<file path="config.mk">
export PLATFORM = sky130hd
export DESIGN_NAME = instr_enc
export DESIGN_NICKNAME = d
export VERILOG_FILES = /design/src/rtl/instr_pkg.sv /design/src/rtl/instr_enc_sync_fifo.sv /design/src/rtl/instr_enc.sv
export SDC_FILE = /design/constraint.sdc
export NUM_CORES = 1
export LEC_CHECK = 0
export CORE_MARGIN = 4
export CORE_UTILIZATION = 35
export DETAILED_ROUTE_END_ITERATION = 10
export SLEW_MARGIN = 0
export SYNTH_ARGS = -nofsm -noshare
export SYNTH_HDL_FRONTEND = slang
export SYNTH_SLANG_ARGS = --single-unit
</file>
<file path="constraint.sdc">
create_clock -name clk -period 6.1 [get_ports clk]
set_clock_uncertainty 0.05 [all_clocks]
set_input_delay 1.525 -clock clk [delete_from_list [all_inputs] [get_ports clk]]
set_output_delay 1.525 -clock clk [all_outputs]
set_load 0.01 [all_outputs]
</file>
<file path="src/rtl/instr_pkg.sv">
// Field layout of the immediate-format instruction word, shared by the
// encoder and the decoder so that field placement has a single source.
package instr_pkg;

    localparam int N       = 8;
    localparam int IMM_W   = 3;
    localparam int IMM_LSB = 0;
    localparam int IMM_MSB = IMM_W - 1;
    localparam int OPC_LSB = IMM_W;
    localparam int OPC_MSB = N - 1;
    localparam int OPC_W   = N - IMM_W;

    typedef logic [OPC_W-1:0] opcode_t;
    typedef logic [N-1:0]     instr_t;

    // Places the opcode in the high field and the immediate in the low field.
    function automatic instr_t pack_instr(input opcode_t opc, input logic [IMM_W-1:0] imm_f);
        instr_t w;
        w = '0;
        w[OPC_MSB:OPC_LSB] = opc;
        w[IMM_MSB:IMM_LSB] = imm_f;
        return w;
    endfunction

endpackage

</file>
<file path="src/rtl/instr_enc_sync_fifo.sv">
// sync_fifo: single-clock FIFO with a registered head word.
// DEPTH must be a power of two; pointers wrap naturally and count carries
// the full/empty information.
module sync_fifo #(
    parameter int WIDTH = 8,
    parameter int DEPTH = 4
) (
    input  logic                     clk,
    input  logic                     rst,
    input  logic                     wr_en,
    input  logic [WIDTH-1:0]         din,
    input  logic                     rd_en,
    output logic [WIDTH-1:0]         dout,
    output logic                     full,
    output logic                     empty,
    output logic [$clog2(DEPTH):0]   count
);

    localparam int AW = $clog2(DEPTH);
    localparam int CW = AW + 1;

    logic [WIDTH-1:0] mem [DEPTH];
    logic [AW-1:0]    wr_ptr;
    logic [AW-1:0]    rd_ptr;
    logic [AW-1:0]    rd_ptr_n;
    logic [CW-1:0]    count_n;
    logic             push;
    logic             pop;

    assign full  = (count == CW'(DEPTH));
    assign empty = (count == '0);
    assign push  = wr_en & ~full;
    assign pop   = rd_en & ~empty;

    // Next read pointer and occupancy after this cycle's push/pop.
    always_comb begin
        rd_ptr_n = rd_ptr;
        count_n  = count;
        if (pop) begin
            rd_ptr_n = rd_ptr + AW'(1);
        end
        if (push && !pop) begin
            count_n = count + CW'(1);
        end else if (!push && pop) begin
            count_n = count - CW'(1);
        end
    end

    // Storage array; contents are don't-care until referenced by the pointers.
    always_ff @(posedge clk) begin
        if (push) begin
            mem[wr_ptr] <= din;
        end
    end

    // Pointers, occupancy and the registered head word. When the next head is
    // the slot being written this cycle, the incoming word is forwarded into
    // the head register; the head holds its value once the FIFO drains.
    always_ff @(posedge clk) begin
        if (rst) begin
            wr_ptr <= '0;
            rd_ptr <= '0;
            count  <= '0;
            dout   <= '0;
        end else begin
            if (push) begin
                wr_ptr <= wr_ptr + AW'(1);
            end
            rd_ptr <= rd_ptr_n;
            count  <= count_n;
            if (count_n != '0) begin
                dout <= (push && (wr_ptr == rd_ptr_n)) ? din : mem[rd_ptr_n];
            end
        end
    end

endmodule

</file>
<file path="src/rtl/instr_enc.sv">
// instr_enc: packs {opcode, immediate} requests into instruction words and
// streams them out through a small FIFO.
// Optional build macro IMM_RANGE_CHECK_EN: requests whose immediate does not
// fit the IMM_W-bit field are consumed but dropped, and raise a sticky err_ovf.
//
// Handshake: a transfer happens on a rising edge where valid and ready are
// both high; valid does not depend on ready, and ready may be high while
// valid is low. in_ready = !full, out_valid = !empty.
import instr_pkg::*;

module instr_enc #(
    parameter int DEPTH = 4
) (
    input  logic                   clk,
    input  logic                   rst,
    input  logic                   in_valid,
    output logic                   in_ready,
    input  opcode_t                opcode,
    input  instr_t                 imm,
    output logic                   out_valid,
    input  logic                   out_ready,
    output instr_t                 instr,
    output logic [$clog2(DEPTH):0] count,
    output logic                   err_ovf
);

    logic   full;
    logic   empty;
    logic   imm_ok;
    logic   wr_en;
    instr_t word;

    assign word = pack_instr(opcode, imm[IMM_MSB:IMM_LSB]);

`ifdef IMM_RANGE_CHECK_EN
    logic err_q;

    assign imm_ok  = (imm[N-1:IMM_W] == '0);
    assign err_ovf = err_q;

    // Sticky flag: set by any accepted request whose immediate overflows.
    always_ff @(posedge clk) begin
        if (rst) begin
            err_q <= 1'b0;
        end else if (in_valid && in_ready && !imm_ok) begin
            err_q <= 1'b1;
        end
    end
`else
    logic unused_imm_hi;

    // Upper immediate bits are simply truncated in this build.
    assign unused_imm_hi = |imm[N-1:IMM_W];
    assign imm_ok        = 1'b1;
    assign err_ovf       = 1'b0;
`endif

    assign wr_en     = in_valid & imm_ok;
    assign in_ready  = ~full;
    assign out_valid = ~empty;

    sync_fifo #(
        .WIDTH (N),
        .DEPTH (DEPTH)
    ) u_fifo (
        .clk   (clk),
        .rst   (rst),
        .wr_en (wr_en),
        .din   (word),
        .rd_en (out_ready),
        .dout  (instr),
        .full  (full),
        .empty (empty),
        .count (count)
    );

endmodule

</file>
After elaboration in Yosys (flattened, before gate mapping)
Memory sizes are Yosys's and may differ from the RTL's. A register that Yosys moved wholly into a read port is not among the register bits.
Index checks and enable logic that the tools add are counted.
Widths: inputs -> output; s select.
{"block": "op_classes", "add_sub_neg": 4, "eq_ne": 1, "mux": 5, "bitwise_logic": 4, "reduce_logical": 6}
{"op": "$mux 3", "count": 2}
{"op": "$add 2x1->2 const B", "count": 2}
{"op": "$add 3x1->3 const B", "count": 1}
{"op": "$eq 3x3->1 const B", "count": 1}
{"op": "$logic_not 3->1", "count": 1}
{"op": "$reduce_bool 3->1", "count": 1}
{"op": "$sub 3x1->3 const B", "count": 1}
{"op": "$and 1x1->1", "count": 2}
{"op": "$logic_and 1x1->1", "count": 2}
{"op": "$logic_not 1->1", "count": 2}
{"op": "$mux 1", "count": 2}
{"op": "$mux 2", "count": 1}
{"op": "$not 1->1", "count": 2}
{"block": "totals", "regBits": 7, "ram_bits": 32, "inputBits": 17, "output_inout_bits": 14, "wordCells": 24, "memories": 1}
{"name": "u_fifo.mem", "words": 4, "word_bits": 8, "rd": 1, "rd_ports_with_merged_regs": 1, "write_ports": 1, "line_no": "instr_enc_sync_fifo.sv:22", "rtl": "logic [WIDTH-1:0] mem [DEPTH];"}

Depth between registers and ports, before layout
Gate-level depths: netlist of run 1.
{"block": "logic_depth", "ltp_word": 8, "ltp_mapped": 11, "ltp_nobuf": 8}

Hierarchy
Synthesis of run 1 repeated with hierarchy kept, for this count alone.
{"block": "unflattened", "cells_unflattened": 249, "area_unflattened_um2": 2513.7}
{"mod": "sync_fifo", "n_inst": 1, "cells_each": 245, "area_per_inst_um2": 2494.9, "seq_area_each_um2": 1261.2}
{"mod": "instr_enc", "n_inst": 1, "cells_each": 4, "area_per_inst_um2": 18.8, "seq_area_each_um2": 0.0}

Least setup slack after synthesis of run 1
No wires, ideal clock.
{"block": "synth_timing", "kind": "input port to flip-flop", "startpoint": "input in_valid", "endpoint": "register u_fifo.dout[0] (read register of u_fifo.mem)", "setup_time_ps": 83, "arrival_time_ps": 2842, "required_ps": 5967, "path_slack_ps": 3125, "path_stages": 6, "path_buffers": 0, "cell_sequence": "nor2b_1 -> a311o_1 -> a21o_1 -> o21a_4 -> or3_4 -> o221ai_1"}
{"block": "synth_via", "elab_chain_cells": 6, "word_cells_on_any_way": 7, "cone_classes": "2 x mux; 1 x bitwise; 4 x reduce/logical"}
{"element": "start: declaration", "line_no": "instr_enc.sv:16", "rtl": "input logic in_valid,"}
{"element": "$and 1x1->1 (*)", "line_no": "instr_enc_sync_fifo.sv:32", "rtl": "assign push = wr_en & ~full;"}
{"element": "$logic_not 1->1", "line_no": "instr_enc_sync_fifo.sv:44", "rtl": "end else if (!push && pop) begin"}
{"element": "$logic_and 1x1->1", "line_no": "instr_enc_sync_fifo.sv:44"}
{"element": "$mux 3", "line_no": "instr_enc_sync_fifo.sv:44"}
{"element": "$mux 3 (*)", "line_no": "instr_enc_sync_fifo.sv:42", "rtl": "if (push && !pop) begin"}
{"element": "$reduce_bool 3->1 (*)", "line_no": "instr_enc_sync_fifo.sv:71", "rtl": "if (count_n != '0) begin"}
{"element": "end: declaration", "line_no": "instr_enc_sync_fifo.sv:13", "rtl": "output logic [WIDTH-1:0] dout,"}
Every way passes the cells marked *; elsewhere a longest branch is shown, timed or not.
A chain may end at the register's enable or synchronous reset.

Worst setup path in the final report of run 1
{"block": "layout_timing", "startpoint": "input out_ready", "endpoint": "register u_fifo.dout[7] (read register of u_fifo.mem)"}
{"block": "layout_via", "elab_chain_cells": 5, "word_cells_on_any_way": 8, "cone_classes": "3 x mux; 1 x bitwise; 4 x reduce/logical"}
{"element": "start: declaration", "line_no": "instr_enc.sv:21", "rtl": "input logic out_ready,"}
{"element": "$and 1x1->1 (*)", "line_no": "instr_enc_sync_fifo.sv:33", "rtl": "assign pop = rd_en & ~empty;"}
{"element": "$logic_and 1x1->1 or $logic_not 1->1 (tied branches)", "line_no": "instr_enc_sync_fifo.sv:44, instr_enc_sync_fifo.sv:42"}
{"element": "$mux 3 or $logic_and 1x1->1 (tied branches)", "line_no": "instr_enc_sync_fifo.sv:44, instr_enc_sync_fifo.sv:42"}
{"element": "$mux 3", "line_no": "instr_enc_sync_fifo.sv:42"}
{"element": "$reduce_bool 3->1", "line_no": "instr_enc_sync_fifo.sv:71"}
Marks and branches as above.

==> results of run 1 <==
## state kept, by name (all words and copies together) (netlist names)
name           count
u_fifo.wr_ptr      2
u_fifo.count       3
u_fifo.mem        32
u_fifo.rd_ptr      2
u_fifo.dout        8
## worst paths after layout
kind                                 endpoint  slack (ns)  depth (start not counted)
setup / recovery  u_fifo.dout[7]$_SDFFE_PP0P_        2.28                          6
hold / removal    u_fifo.dout[7]$_SDFFE_PP0P_        0.41                          2
setup reg to reg  u_fifo.dout[7]$_SDFFE_PP0P_        3.39                          8
hold reg to reg   u_fifo.dout[7]$_SDFFE_PP0P_        0.41                          2
## cells by family after synthesis
kind of cell             count (synthesis)  share of synthesized area
AND/OR/NAND/NOR                         69                      0.158
AO/OA/AOI/OAI                           57                      0.186
flip-flops                              47                      0.496
buffers and inverters                   29                     0.0655
multiplexers                             8                     0.0330
adder cells (fa/ha/maj)                  7                     0.0345
XOR/XNOR                                 5                     0.0256
other                                    1                    0.00148
## layer usage
layer,track usage,routed length [um],up-vias
li1,-,-,863
met1,0.165,2530,860
met2,0.212,2510,27
met3,0.0290,179,9
met4,0.0781,123,0
met5,0,0,-
## final cells by class
type                    count  area [sq um]  share of cell area
clock inverters             1          5.00             0.00174
flip-flops and latches     47          1260               0.439
repair buffers             25           248              0.0863
multi-input cells         147          1110               0.388
well taps                  96           120              0.0418
clock buffers               7          86.3              0.0301
inverters                  10          37.5              0.0131
## worst max-delay path, delay by kind of cell
family	cells	cell delay, ns
xor+xnor	1	0.54
buf+inv	1	0.79
simple gates	1	0.38
compound gates	3	0.73
## power by group through the flow
stage | sequential (uW) | clock (uW) | combinational, uW
6_report | 432 | 189 | 581
3_3_place_gp | 439 | 0 | 575
5_1_grt | 440 | 211 | 638
4_1_cts | 432 | 197 | 583
2_1_floorplan | 427 | 0 | 463
3_5_place_dp | 439 | 0 | 580
## layout by cell type (no fill, tap or decap), drive strengths merged, types with 4 or more instances in the layout
| master | count |
|---|---|
| edfxtp | 32 |
| clkdlybuf4s50 | 24 |
| nand2 | 18 |
| a21oi | 15 |
| dfxtp | 15 |
| and3 | 14 |
| nor2 | 11 |
| inv | 10 |
| nor3b | 8 |
| a311oi | 7 |
| nand3b | 7 |
| ha | 7 |
| clkbuf | 7 |
| a211oi | 6 |
| mux2i | 5 |
| a211o | 5 |
| a221oi | 5 |
| a221o | 4 |
## through the flow
step	instance area (sq um)	utilization	hold WS, ns	worst slack, ns
final	2870	0.416	0.411	2.28
after CTS	2870	0.416	0.416	2.25
after floorplan	2540	-	0.436	3.13
after global routing	2870	0.416	0.451	2.06
after global placement	2780	0.403	0.400	1.98
after detailed placement	2780	0.403	0.403	1.95
==> flow_summary.json, run 1 <==
{
  "dp_hpwl_mm": 3.43,
  "syn_nets": 247,
  "worstPathCellList": "clkdlybuf4s50_1 -> nand2_2 -> xnor2_2 -> a2111oi_0 -> a211o_1 -> a221oi_2",
  "clock_latency_ns": 0.30,
  "grt_max_degree": 22,
  "synth.top_cell.area_share": 0.378,
  "r2r_start": "u_fifo.count[0]$_SDFF_PP0_",
  "n_antenna_cell": 0,
  "final.setup.tns_ns": 0,
  "grt.overflow.total": 0,
  "fp.dieH_um": 93.2,
  "drc_errors": 0,
  "synth.most_common_cell": "edfxtp_1",
  "worst_pin_slew_ns": 0.828,
  "nNetsFinal": 260,
  "fin_crit_sh": 0.627,
  "io_buffers": 24,
  "ys_async_sr_fraction": 0,
  "cts_setup_buffers": 0,
  "ys_top_cells_by_count": "32 x edfxtp_1, 17 x nand2_1, 15 x a21oi_1, 15 x dfxtp_1, 13 x and3_1",
  "post_layout_nonfiller_instances": 333,
  "cts_max_level": 2,
  "post_cts_resize_count": 0,
  "syn2layout_area_growth_pct": 13.0,
  "power_uw": 1200,
  "max-cap-violations": 0,
  "worstPathMaxFanout": 19,
  "synth-edff-count": 32,
  "postRouteAntennaNets": 0,
  "fillers": 670,
  "critPathKind": "in -> reg",
  "initialDrtViolationCount": 100,
  "critPathLaunchType": "input port",
  "p_sw_uw": 459,
  "cts_buffers": 5,
  "yosysSeqAreaShare": 0.496,
  "p_leak_uw": 0.00102,
  "ys.flop_type": "edfxtp_1",
  "dr.pass1.iters": 4,
  "clockPowerShare": 0.157,
  "combPwrFrac": 0.484,
  "startpoint": "out_ready",
  "grt_usage": 0.133,
  "ir_worst_vdd_uv": 112,
  "min-delay-start": "u_fifo.dout[7]$_SDFFE_PP0P_",
  "num_io_pins": 31,
  "wire_per_inst_um": 16.1,
  "cts_tree": "yes",
  "grt_pass1_vias": 1658,
  "p_int_uw": 743,
  "wl_mm": 5.35,
  "yosysWarningCount": 0,
  "netlist_area_sq_um": 2540,
  "ys_top_cells_by_area": "edfxtp_1 38%, dfxtp_1 12%, ha_1 3.4%",
  "syn_avg_cell_area_sq_um": 11.4,
  "rows": 30,
  "start_util": 0.368,
  "setup_violations": 0,
  "gp_congestion": 0.762,
  "path_clk_slew_ns": 0.07,
  "clock_path_buffers": 2,
  "core_area_sq_um": 6910,
  "critical_path.endpoint_type": "flip-flop",
  "dieArea_sq_um": 8690,
  "p_per_area_nw_per_um2": 418,
  "antenna_found_initial": 0,
  "arrival_ns": 3.98,
  "synth.distinct_cells": 51,
  "status": "finished, final reports clean",
  "syn_inst": 223,
  "synth.largest_area_cell": "edfxtp_1",
  "critPathMaxStageDelay_ns": 0.79,
  "slew_viol_final": 0,
  "hold_path.class": "reg -> reg",
  "cts_root_buffer": "clkbuf_8",
  "dp_cells": 325,
  "die_x_um": 93.2,
  "cts.sinks": 47,
  "hold_violations": 0,
  "synth_seq_cells": 47,
  "vias_per_cell": 5.28,
  "holdBufCountCts": 0,
  "swShare": 0.382,
  "rsz0062_at_grt": "no",
  "max_freq_ghz": 0.262,
  "critPathSlowestCell": "clkdlybuf4s50_1",
  "vias": 1759,
  "grt_first_pass_wirelength_mm": 8.58,
  "cp.required_ns": 6.25,
  "pwr-share-seq": 0.359,
  "min_period_ns": 3.82,
  "slew_headroom": 0.447,
  "drive_above_1_share": 0.114
}
Power figures use the tool's default switching activity.
==> inputs of run 2 (changes only) <==
==> constraint.sdc (replaced) <==
create_clock -name clk -period 3.4 [get_ports clk]
set_clock_uncertainty 0.05 [all_clocks]
set_input_delay 0.85 -clock clk [delete_from_list [all_inputs] [get_ports clk]]
set_output_delay 0.85 -clock clk [all_outputs]
set_load 0.01 [all_outputs]
==> flow_summary.json, run 2 (synthesized netlist as in run 1, its figures left out) <==
{
  "status": "finished, final reports clean",
  "p_sw_uw": 821,
  "critPathSlowestCell": "clkdlybuf4s50_1",
  "initialDrtViolationCount": 113,
  "final.setup.tns_ns": 0,
  "post_layout_nonfiller_instances": 338,
  "critPathLaunchType": "flip-flop",
  "n_antenna_cell": 0,
  "num_io_pins": 31,
  "dr.pass1.iters": 4,
  "rsz0062_at_grt": "no",
  "largest-register": "u_fifo.mem",
  "pwr-share-seq": 0.349,
  "cp_num_buf_inv": 2,
  "start_util": 0.368,
  "drive_above_1_share": 0.124,
  "holdBufCountCts": 0,
  "antenna_found_initial": 0,
  "largest_registers": "u_fifo.mem x32, u_fifo.dout x8, u_fifo.count x3",
  "combPwrFrac": 0.504,
  "min_period_ns": 2.85,
  "die_x_um": 93.2,
  "cts_max_level": 2,
  "slew_headroom": 0.574,
  "arrival_ns": 1.95,
  "critPathMaxStageDelay_ns": 0.58,
  "ir_worst_vdd_uv": 241,
  "setup_ws_ns": 0.551,
  "grt_pass1_vias": 1758,
  "slew_viol_final": 0,
  "drc_errors": 0,
  "hold_violations": 0,
  "nNetsFinal": 265,
  "critPathKind": "reg -> out",
  "cts_tree": "yes",
  "gp_congestion": 0.767,
  "fp.dieH_um": 93.2,
  "post_cts_resize_count": 0,
  "swShare": 0.384,
  "p_leak_uw": 0.00104,
  "worstPathMaxFanout": 8,
  "vias": 1784,
  "grt_usage": 0.135,
  "core_area_sq_um": 6910,
  "cts_root_buffer": "clkbuf_8",
  "wl_mm": 5.47,
  "final_cell_mix": "32 x edfxtp_1, 24 x clkdlybuf4s50_1, 17 x nand2_1",
  "path_clk_slew_ns": 0.08,
  "power_uw": 2140,
  "fin_crit_sh": 0.838,
  "clockPowerShare": 0.147,
  "wire_per_inst_um": 16.2,
  "clock_path_buffers": 2,
  "final_util": 0.420,
  "syn2layout_area_growth_pct": 14.0,
  "rows": 30,
  "clock_latency_ns": 0.30,
  "grt_first_pass_wirelength_mm": 8.98,
  "vias_per_cell": 5.28,
  "p_int_uw": 1320,
  "postRouteAntennaNets": 0,
  "hold_path.class": "reg -> reg",
  "cts.sinks": 47,
  "grt_max_degree": 35,
  "largest_reg_flops": 32,
  "setup_violations": 0,
  "dieArea_sq_um": 8690,
  "io_buffers": 24,
  "cts_buffers": 5,
  "place_ws_ns": 0.278,
  "max_freq_ghz": 0.351,
  "p_per_area_nw_per_um2": 738,
  "max-cap-violations": 0,
  "layout_commonest_cell": "edfxtp_1",
  "grt.overflow.total": 0,
  "critical_path.endpoint_type": "output pin",
  "dp_hpwl_mm": 3.47,
  "dp_cells": 330,
  "cp.required_ns": 2.50,
  "crit_family": "buffers and inverters",
  "cts_setup_buffers": 0,
  "worst_pin_slew_ns": 0.639,
  "worstPathCellList": "inv_1 -> ha_1 -> nand2_1 -> clkdlybuf4s50_1"
}
run 2: cell types whose count changed in the layout (fill, tap and decap cells not counted), sizes merged:
cell	change
buf	+5
clkbuf	-1
clkinv	+1
run 2: power by group through the flow:
stage | clock network, uW | logic [uW] | registers, uW
finish | 315 | 1080 | 746
detailed placement | 0 | 1090 | 760
floorplan | 0 | 830 | 767
global route | 348 | 1200 | 758
CTS | 324 | 1090 | 747
global placement | 0 | 1080 | 757
run 2: worst reg2reg max path: stages, from the launching register on:
cell      delay, ns
dfxtp_1        0.34
inv_1          0.14
ha_1           0.37
nand2b_4       0.16
and3_2         0.26
xnor3_1        0.20
o2111a_1       0.61
a21oi_1        0.18
a221oi_2       0.25
run 2: worst paths after layout:
check / slack (ns) / cells after the start / start / to
worst min-delay path: 0.41 / 2 / u_fifo.dout[7]$_SDFFE_PP0P_ / u_fifo.dout[7]$_SDFFE_PP0P_
worst min register to register: 0.41 / 2 / u_fifo.dout[7]$_SDFFE_PP0P_ / u_fifo.dout[7]$_SDFFE_PP0P_
worst max register to register: 0.75 / 8 / u_fifo.count[0]$_SDFF_PP0_ / u_fifo.dout[1]$_SDFFE_PP0P_
worst max-delay path: 0.55 / 4 / u_fifo.count[0]$_SDFF_PP0_ / in_ready
run 2: stage by stage:
step / hold slack [ns] / cell area (sq um)
2_1_floorplan: 0.436 / 2540
3_3_place_gp: 0.401 / 2820
3_5_place_dp: 0.406 / 2820
4_1_cts: 0.418 / 2900
5_1_grt: 0.443 / 2900
6_report: 0.414 / 2900
run 2: area by class of cell:
cell class / instances / area [sq um]
Clock inverter: 2 / 7.51
Multi-Input combinational cell: 147 / 1110
Tap cell: 96 / 120
Fill cell: 681 / 4010
Timing Repair Buffer: 30 / 285
Sequential cell: 47 / 1260
Clock buffer: 6 / 72.6
Inverter: 10 / 37.5
run 2: metal layers:
layer | up-vias | track usage | part of all wire
li1 | 878 | - | -
met1 | 870 | 0.176 | 0.49
met2 | 30 | 0.222 | 0.45
met3 | 6 | 0.0330 | 0.042
met4 | 0 | 0.0379 | 0.011
met5 | - | 0 | 0
